===== config.mk =====
export PLATFORM = sky130hd
export DESIGN_NAME = mano_term_io
export DESIGN_NICKNAME = d
export VERILOG_FILES = /design/src/rtl/mano_io_pkg.sv /design/src/rtl/mano_char_fifo.sv /design/src/rtl/mano_term_io.sv
export SDC_FILE = /design/constraint.sdc
export NUM_CORES = 1
export LEC_CHECK = 0
export CAP_MARGIN = 20
export CORE_UTILIZATION = 55
export DETAILED_ROUTE_END_ITERATION = 12
export PLACE_DENSITY_LB_ADDON = 0.25
export SLEW_MARGIN = 20
export SYNTH_ARGS = -nofsm -noshare
export SYNTH_HDL_FRONTEND = slang
export SYNTH_SLANG_ARGS = --single-unit

===== constraint.sdc =====
create_clock -name io_clock -period 2.78 [get_ports io_clock]
set_clock_uncertainty 0.15 [all_clocks]
set_input_delay 0.695 -clock io_clock [delete_from_list [all_inputs] [get_ports io_clock]]
set_output_delay 0.695 -clock io_clock [all_outputs]
set_load 0.005 [all_outputs]

===== src/rtl/mano_io_pkg.sv =====
// Shared definitions for the Mano terminal I/O device.
//   CHAR_W      : width of one character (8 bits)
//   in_state_t  : input-side handshake FSM states
//   out_state_t : output-side handshake FSM states
package mano_io_pkg;

    localparam int CHAR_W = 8;

    typedef enum logic [1:0] {
        IN_IDLE,
        IN_WAIT_SET,
        IN_WAIT_CLR,
        IN_GAP
    } in_state_t;

    typedef enum logic [1:0] {
        OUT_ACK,
        OUT_WAIT,
        OUT_IDLE,
        OUT_PUSH
    } out_state_t;

endpackage


===== src/rtl/mano_char_fifo.sv =====
// Small synchronous character FIFO, one per direction of the terminal.
//   clk, rst   : clock, synchronous active-high reset (empties the FIFO)
//   push, data : write request / character; ignored when full
//   pop        : read request; ignored when empty
//   head       : oldest character, forced to zero while empty
//   full/empty : occupancy flags
module mano_char_fifo
    import mano_io_pkg::*;
#(
    parameter int DEPTH = 4
) (
    input  logic              clk,
    input  logic              rst,
    input  logic              push,
    input  logic [CHAR_W-1:0] data,
    input  logic              pop,
    output logic [CHAR_W-1:0] head,
    output logic              full,
    output logic              empty
);

    localparam int AW = $clog2(DEPTH);
    localparam int CW = AW + 1;

    logic [CHAR_W-1:0] mem [DEPTH];
    logic [AW-1:0]     wr_ptr;
    logic [AW-1:0]     rd_ptr;
    logic [CW-1:0]     count;
    logic              do_push;
    logic              do_pop;

    assign full    = (count == CW'(DEPTH));
    assign empty   = (count == '0);
    assign do_push = push & ~full;
    assign do_pop  = pop & ~empty;
    assign head    = empty ? '0 : mem[rd_ptr];

    // Storage carries no reset; the pointers and count define validity.
    always_ff @(posedge clk) begin
        if (do_push) mem[wr_ptr] <= data;
    end

    // DEPTH is a power of two, so pointer increments wrap naturally.
    always_ff @(posedge clk) begin
        if (rst) begin
            wr_ptr <= '0;
            rd_ptr <= '0;
            count  <= '0;
        end else begin
            if (do_push) wr_ptr <= wr_ptr + 1'b1;
            if (do_pop)  rd_ptr <= rd_ptr + 1'b1;
            case ({do_push, do_pop})
                2'b10:   count <= count + 1'b1;
                2'b01:   count <= count - 1'b1;
                default: count <= count;
            endcase
        end
    end

endmodule


===== src/rtl/mano_term_io.sv =====
// Terminal model for the Mano machine character I/O: buffers host bytes
// toward INPR under the FGI handshake and collects OUTR bytes toward the
// host under the FGO handshake.
//   io_clock, io_reset          : clock, synchronous active-high reset
//   host_rx_data/valid/ready    : host -> processor byte stream
//   host_tx_data/valid/ready    : processor -> host byte stream
//   cpu_fgi, cpu_fgo, cpu_outr  : processor flag states and OUTR
//   io_inpr, io_fgiset          : registered INPR value and FGI set pulse
//   io_fgoset                   : registered FGO set pulse
module mano_term_io
    import mano_io_pkg::*;
#(
    parameter int DEPTH    = 4,
    parameter int CHAR_GAP = 2
) (
    input  logic              io_clock,
    input  logic              io_reset,
    input  logic [CHAR_W-1:0] host_rx_data,
    input  logic              host_rx_valid,
    output logic              host_rx_ready,
    output logic [CHAR_W-1:0] host_tx_data,
    output logic              host_tx_valid,
    input  logic              host_tx_ready,
    input  logic              cpu_fgi,
    input  logic              cpu_fgo,
    input  logic [CHAR_W-1:0] cpu_outr,
    output logic [CHAR_W-1:0] io_inpr,
    output logic              io_fgiset,
    output logic              io_fgoset
);

    localparam int GAP_W = (CHAR_GAP > 1) ? $clog2(CHAR_GAP) : 1;
    localparam logic [GAP_W-1:0] GAP_LAST = GAP_W'((CHAR_GAP > 0) ? CHAR_GAP - 1 : 0);

    logic [CHAR_W-1:0] rx_head;
    logic              rx_full;
    logic              rx_empty;
    logic              rx_pop;
    logic              tx_full;
    logic              tx_empty;
    logic              tx_push;

    in_state_t         in_st, in_nxt;
    logic [GAP_W-1:0]  gap_cnt, gap_nxt;
    logic [CHAR_W-1:0] inpr_nxt;
    logic              fgiset_nxt;

    out_state_t        out_st, out_nxt;
    logic [CHAR_W-1:0] cap, cap_nxt;
    logic              fgoset_nxt;

    assign host_rx_ready = ~rx_full;
    assign host_tx_valid = ~tx_empty;

    mano_char_fifo #(.DEPTH(DEPTH)) u_rx_fifo (
        .clk   (io_clock),
        .rst   (io_reset),
        .push  (host_rx_valid),
        .data  (host_rx_data),
        .pop   (rx_pop),
        .head  (rx_head),
        .full  (rx_full),
        .empty (rx_empty)
    );

    mano_char_fifo #(.DEPTH(DEPTH)) u_tx_fifo (
        .clk   (io_clock),
        .rst   (io_reset),
        .push  (tx_push),
        .data  (cap),
        .pop   (host_tx_ready),
        .head  (host_tx_data),
        .full  (tx_full),
        .empty (tx_empty)
    );

    // Input side: present one character, wait for the processor to take
    // FGI high and back low (INP executed), then hold off CHAR_GAP cycles.
    always_comb begin
        in_nxt     = in_st;
        gap_nxt    = gap_cnt;
        inpr_nxt   = io_inpr;
        fgiset_nxt = 1'b0;
        rx_pop     = 1'b0;
        case (in_st)
            IN_IDLE: begin
                if (!rx_empty && !cpu_fgi) begin
                    inpr_nxt   = rx_head;
                    fgiset_nxt = 1'b1;
                    rx_pop     = 1'b1;
                    in_nxt     = IN_WAIT_SET;
                end
            end
            IN_WAIT_SET: begin
                if (cpu_fgi) in_nxt = IN_WAIT_CLR;
            end
            IN_WAIT_CLR: begin
                if (!cpu_fgi) begin
                    gap_nxt = '0;
                    in_nxt  = (CHAR_GAP == 0) ? IN_IDLE : IN_GAP;
                end
            end
            IN_GAP: begin
                if (gap_cnt == GAP_LAST) begin
                    gap_nxt = '0;
                    in_nxt  = IN_IDLE;
                end else begin
                    gap_nxt = gap_cnt + 1'b1;
                end
            end
            default: in_nxt = IN_IDLE;
        endcase
    end

    // Output side: FGO set means "device ready"; the processor's OUT clears
    // it, at which point OUTR is captured and queued. FGO is only re-set
    // once the byte is safely in the TX FIFO, so a full FIFO back-pressures
    // the processor instead of dropping characters.
    always_comb begin
        out_nxt    = out_st;
        cap_nxt    = cap;
        fgoset_nxt = 1'b0;
        tx_push    = 1'b0;
        case (out_st)
            OUT_ACK: begin
                fgoset_nxt = 1'b1;
                out_nxt    = OUT_WAIT;
            end
            OUT_WAIT: begin
                if (cpu_fgo) out_nxt = OUT_IDLE;
            end
            OUT_IDLE: begin
                if (!cpu_fgo) begin
                    cap_nxt = cpu_outr;
                    out_nxt = OUT_PUSH;
                end
            end
            OUT_PUSH: begin
                if (!tx_full) begin
                    tx_push = 1'b1;
                    out_nxt = OUT_ACK;
                end
            end
            default: out_nxt = OUT_ACK;
        endcase
    end

    always_ff @(posedge io_clock) begin
        if (io_reset) begin
            in_st     <= IN_IDLE;
            gap_cnt   <= '0;
            io_inpr   <= '0;
            io_fgiset <= 1'b0;
            out_st    <= OUT_ACK;
            cap       <= '0;
            io_fgoset <= 1'b0;
        end else begin
            in_st     <= in_nxt;
            gap_cnt   <= gap_nxt;
            io_inpr   <= inpr_nxt;
            io_fgiset <= fgiset_nxt;
            out_st    <= out_nxt;
            cap       <= cap_nxt;
            io_fgoset <= fgoset_nxt;
        end
    end

endmodule

---- After elaboration in Yosys (flattened, before gate mapping) ----
Memory sizes are Yosys's and may differ from the RTL's. A register that Yosys moved wholly into a read port is not among the register bits.
Cells that the tools add are included.
word-level totals
  bits in registers ....................... 29
  RAM bits ................................ 64
  input port bits ......................... 22
  output and inout bits ................... 20
  logic and storage cells ................. 92
  memories kept ........................... 2
cells by class
  $add $sub $neg .......................... 9
  equal/unequal tests ..................... 19
  mux-type cells .......................... 26
  bitwise operators ....................... 9
  reductions and logical operators ........ 15
memories
  name           words  bits a word  read ports  clocked after Yosys merged registers in  write ports  RTL line              RTL
  u_rx_fifo.mem  4      8            1           1                                        1            mano_char_fifo.sv:25  logic [CHAR_W-1:0] mem [DEPTH];
  u_tx_fifo.mem  4      8            1           1                                        1            mano_char_fifo.sv:25
operators by type and width
  kind                                                                 number
  2-bit 2-to-1 mux                                                     9
  2-bit one-hot mux with 4 select lines                                2
  2-bit != test (second input constant)                                7
  2-bit == test (second input constant)                                6
  3-bit one-hot mux with 2 select lines                                2
  1-bit 2-to-1 mux                                                     11
  2-bit by 1-bit adder with 2-bit output (second input constant)       4
  2-bit by 1-bit == test with 1-bit output (second input constant)     4
  8-bit 2-to-1 mux                                                     1
  3-bit by 1-bit adder with 3-bit output (second input constant)       2
  3-bit == test (second input constant)                                2
  3-bit logical NOT                                                    2
  2-bit AND reduction                                                  3
  2-bit nonzero test                                                   3
  3-bit by 1-bit subtractor with 3-bit output (second input constant)  2
  1-bit NOT                                                            5
  1-bit AND                                                            4
  2-bit logical NOT                                                    2
  4-bit AND reduction                                                  1
  3-bit AND reduction                                                  1
  1-bit logical NOT                                                    2
  1-bit one-hot mux with 2 select lines                                1
  1-bit adder (second input constant)                                  1
  1-bit logical AND                                                    1

---- Logic depth before layout (Yosys ltp) ----
  depth after elaboration ................. 8
  mapped depth ............................ 11
  gate-level depth less buffers ........... 10

---- Hierarchy ----
From an unflattened synthesis, not the netlist that was laid out.
second synthesis, totals
  cells, all modules ...................... 315
  area total of the unflattened synthesis .. 4468.0 um^2
modules (own cells, without submodules)
  module          instances  cells each  area each (um^2)  seq. area each (um^2)
  mano_char_fifo  2          105         1715.4            1141.1
  mano_term_io    1          105         1037.2            460.4

---- Worst setup path before layout ----
Ideal clock, no wire load.
  path kind ............................... input to register
  start ................................... in cpu_fgi
  end ..................................... reg u_rx_fifo.count[2]
  setup time .............................. 70 ps
  arrival time ............................ 2140 ps
  required time ........................... 2560 ps
  setup slack ............................. 419 ps
  stages on the path ...................... 8
  buffers on the path ..................... 0
  cells stage by stage .................... nand2b_1 -> nor2_1 -> ha_1 -> inv_1 -> fa_1 -> xor2_1 -> or3_1 -> a21oi_1
between the ends
  longest elaborated chain between the ends .. 7
  elaborated cells on any way between the ends .. 9
  those cells by class .................... 2 x eq/ne; 3 x mux; 1 x bitwise; 3 x reduce/logical
ends and longest elaborated chain
  element                                                                      RTL line              RTL
  from (decl)                                                                  mano_term_io.sv:24    input logic cpu_fgi,
  1-bit logical NOT *                                                          -
  1-bit logical AND *                                                          mano_term_io.sv:87    if (!rx_empty && !cpu_fgi) begin
  1-bit 2-to-1 mux *                                                           mano_term_io.sv:87
  1-bit 2-to-1 mux *                                                           -
  1-bit AND *                                                                  mano_char_fifo.sv:35  assign do_pop = pop & ~empty;
  via u_rx_fifo.do_pop                                                         mano_char_fifo.sv:30  logic do_pop;
  2-bit by 1-bit == test with 1-bit output or 2-bit == test (tied branches)    mano_char_fifo.sv:52  case ({do_push, do_pop})
  3-bit one-hot mux with 2 select lines or 2-bit nonzero test (tied branches)  -
  to (signal assigned)                                                         mano_char_fifo.sv:53  2'b10: count <= count + 1'b1;
  to (signal assigned)                                                         mano_char_fifo.sv:54  2'b01: count <= count - 1'b1;
  to (signal assigned)                                                         mano_char_fifo.sv:55  default: count <= count;
  to (decl)                                                                    mano_char_fifo.sv:28  logic [CW-1:0] count;
The timed path passes the listed nets; every way through them passes the cells marked *.
A chain may end at the register's enable or synchronous reset.

==> results.py <==
metrics = {
    "grt": {
        "grt_overflow": 0,
        "antenna_found_initial": 0,
        "grt_usage": 0.1978,
        "grt_pass1_vias": 2552,
        "grt_max_degree": 34,
        "grt_pass1_wl_um": 12320,
    },
    "worst_setup_path": {
        "cp-endpoint": "host_tx_data[4]",
        "arrival_ns": 1.86,
        "r2r_slack_ns": 0.26,
        "r2r-end": "u_rx_fifo.count[2]",
        "r2r_start": "u_rx_fifo.count[2]",
        "crit_slowest_cell": "mux4_2",
        "crit_path_start_kind": "register",
        "cp_max_fo": 6,
        "worst_r2r_path_depth": 8,
        "required_ns": 1.93,
        "path_cells": "buf_8 > mux4_2 > nor2b_1 > clkdlybuf4s50_1",
        "endpoint_kind": "primary output",
        "slowest_delay_ns": 0.47,
        "worstSetupPathType": "reg -> out",
    },
    "floorplan": {
        "die_area_um2": 8248,
        "row_count": 32,
        "initial_core_util": 0.5645,
        "die_w_um": 90.82,
        "num_io_pins": 42,
        "die_h_um": 90.82,
        "core_area_um2": 7687,
    },
    "synth": {
        "synth_area_um2": 4339,
        "synthCells": 313,
        "yosysMostFrequentCell": "edfxtp_1",
        "ys_top_cells_by_area": "edfxtp_1 44%, dfxtp_1 18%, mux4_2 8.3%",
        "synthesis.nets": 356,
        "synth_seq_cells": 103,
        "yosys-top-cells-count": "64 x edfxtp_1, 39 x dfxtp_1, 21 x nor2_1",
        "yosysTopAreaCell": "edfxtp_1",
        "synth_cell_types": 39,
        "seq_area_frac_synth": 0.6228,
        "avgSynthCellArea_um2": 13.86,
        "synth_edf_count": 64,
        "synth_top_area_frac": 0.4429,
        "ys.flop_type": "edfxtp_1",
        "async_flop_share": 0,
        "ys.warnings.count": 0,
    },
    "drt": {
        "drc_errors": 0,
        "maxUsedRoutingLayer": "met4",
        "initialDrtViolationCount": 121,
        "wl_met3_um": 300,
        "wl_met1_um": 3134,
        "routed-wl-met2_um": 4175,
        "vias": 2586,
        "route.antenna.remaining_nets": 0,
        "via_per_inst": 5.467,
        "wl_um": 7706,
        "first_pass_iters": 4,
        "wl_per_cell_um": 16.29,
    },
    "pwr": {
        "power_frac_clock": 0.211,
        "total_power_mw": 3.868,
        "power_frac_comb": 0.285,
        "vdd_drop_max_mv": 0.5284,
        "seqPwrFrac": 0.504,
        "power_density_nw_per_um2": 758.6,
        "swShare": 0.3028,
        "p_int_mw": 2.697,
        "power.switching_mw": 1.171,
        "p_leak_nw": 1.846,
    },
    "clock_tree": {
        "path_clk_slew_ns": 0.09,
        "clock-sinks": 103,
        "clock_path_buffers": 2,
        "holdBufCountCts": 0,
        "clk_latency_ns": 0.37,
        "h-tree-depth": 3,
        "cts_tree": "built",
        "cts_buffers": 9,
        "cts-root-buf": "clkbuf_8",
    },
    "finish": {
        "fillers": 582,
        "diodes": 0,
        "drive_above_1_share": 0.1375,
        "multi_input_area_um2": 1481,
        "postLayoutCoreUtil": 0.6632,
        "syn_to_final_growth_pct": 17.50,
        "nNetsFinal": 409,
        "fin_cells": 473,
        "seq_area_um2": 2705,
    },
    "sta": {
        "min_period_over_period": 0.9736,
        "rsz0062_at_grt": "no",
        "hold_viol": 0,
        "timing.fmax_mhz": 369.5,
        "whs_ns": 0.3432,
        "relSlewSlack": 0.5581,
        "min_period_ns": 2.707,
        "finalMaxSlewViolations": 0,
        "report.final.setup_viol": 0,
        "worst_slew_pin_slew_ns": 0.6619,
    },
    "placed_design": {
        "hpwl_um": 5156,
        "gp_congestion": 0.7092,
        "numPlacedInstances": 453,
        "io_buffers": 41,
    },
    "hold_path": {
        "hold_class": "reg -> reg",
    },
    "outcome": {
        "outcome": "finished, final reports clean",
    },
    "run": {
        "drv_cap": 0,
    },
}
flip-flops by register name, summed over array words and instances, names as in the netlist, named ones only:
register	flops
io_inpr	8
u_tx_fifo.count	3
io_fgoset	1
u_rx_fifo.rd_ptr	2
u_rx_fifo.mem	32
u_tx_fifo.mem	32
in_st	2
u_tx_fifo.rd_ptr	2
u_tx_fifo.wr_ptr	2
io_fgiset	1
cap	8
out_st	2
u_rx_fifo.count	3
u_rx_fifo.wr_ptr	2
gap_cnt	1
how the worst min path moves through the flow:
stage	startpoint	endpoint	slack, ns	cells past startpoint
after global placement	io_inpr[5]	io_inpr[5]	0.31	2
after global routing	cap[3]	u_tx_fifo.mem[3][3]	0.37	0
after detailed placement	io_inpr[1]	io_inpr[1]	0.32	2
final	io_inpr[1]	io_inpr[1]	0.34	2
after CTS	io_inpr[1]	io_inpr[1]	0.34	2
after floorplan	gap_cnt	gap_cnt	0.30	2
layout by cell type (no fill, tap or decap), drive strengths merged, types with 13 or more instances in the layout:
| master | instances |
|---|---|
| a21oi | 19 |
| buf | 17 |
| clkdlybuf4s50 | 34 |
| dfxtp | 39 |
| edfxtp | 64 |
| ha | 19 |
| inv | 20 |
| mux4 | 16 |
| nand3 | 13 |
| nor2 | 21 |
| nor2b | 13 |
| o21ai | 13 |
metrics by stage:
stage | setup WS (ns) | setup TNS (ns) | instance area [um^2]
after floorplan | 0.4191 | 0 | 4339
after global placement | -0.06954 | -0.06954 | 4891
after detailed placement | -0.1445 | -0.1445 | 4891
after CTS | 0.01453 | 0 | 5082
after global routing | 0.006225 | 0 | 5099
final | 0.07340 | 0 | 5099
metal layers:
metal,GRT usage,vias up
met4,0.07540,0
met2,0.3523,60
met5,0,-
met1,0.2342,1277
li1,-,1241
met3,0.04209,8
power by group through the flow:
stage	registers, mW	clock network (mW)	logic [mW]
global route	1.98	0.890	1.23
floorplan	1.92	0	0.757
detailed placement	1.98	0	1.09
global placement	1.98	0	1.05
CTS	1.95	0.842	1.11
finish	1.95	0.816	1.10
cell type report:
class                           count  area share
Sequential cell                   103      0.5306
Inverter                           19     0.01399
Clock buffer                       11     0.02577
Clock inverter                      5    0.006626
Timing Repair Buffer               58      0.1075
Multi-Input combinational cell    175      0.2906
Tap cell                          102     0.02503
repair_timing:
| item | CTS | global route |
|---|---|---|
| endpoints found under the setup margin | 8 | 4 |
| hold endpoints to repair | 0 | 0 |
| gates resized for setup | 7 | 4 |
| setup buffers | 3 | 1 |
cell families after synthesis:
group	synth area share
DFF	0.6228
muxes	0.1110
buffers and inverters	0.03575
adders and majority gates	0.06401
AOI/OAI and AO/OA	0.05738
xor gates and xnor gates	0.01211
and+or+nand+nor	0.09689
critical path: cells and delay by family, from the launching register on:
family | cells | cell delay (ns)
buffers and inverters | 2 | 0.55
multiplexers | 1 | 0.47
AND/OR/NAND/NOR | 1 | 0.13
flip-flops | 1 | 0.34
Note: power is estimated with default switching activity, not from simulation.
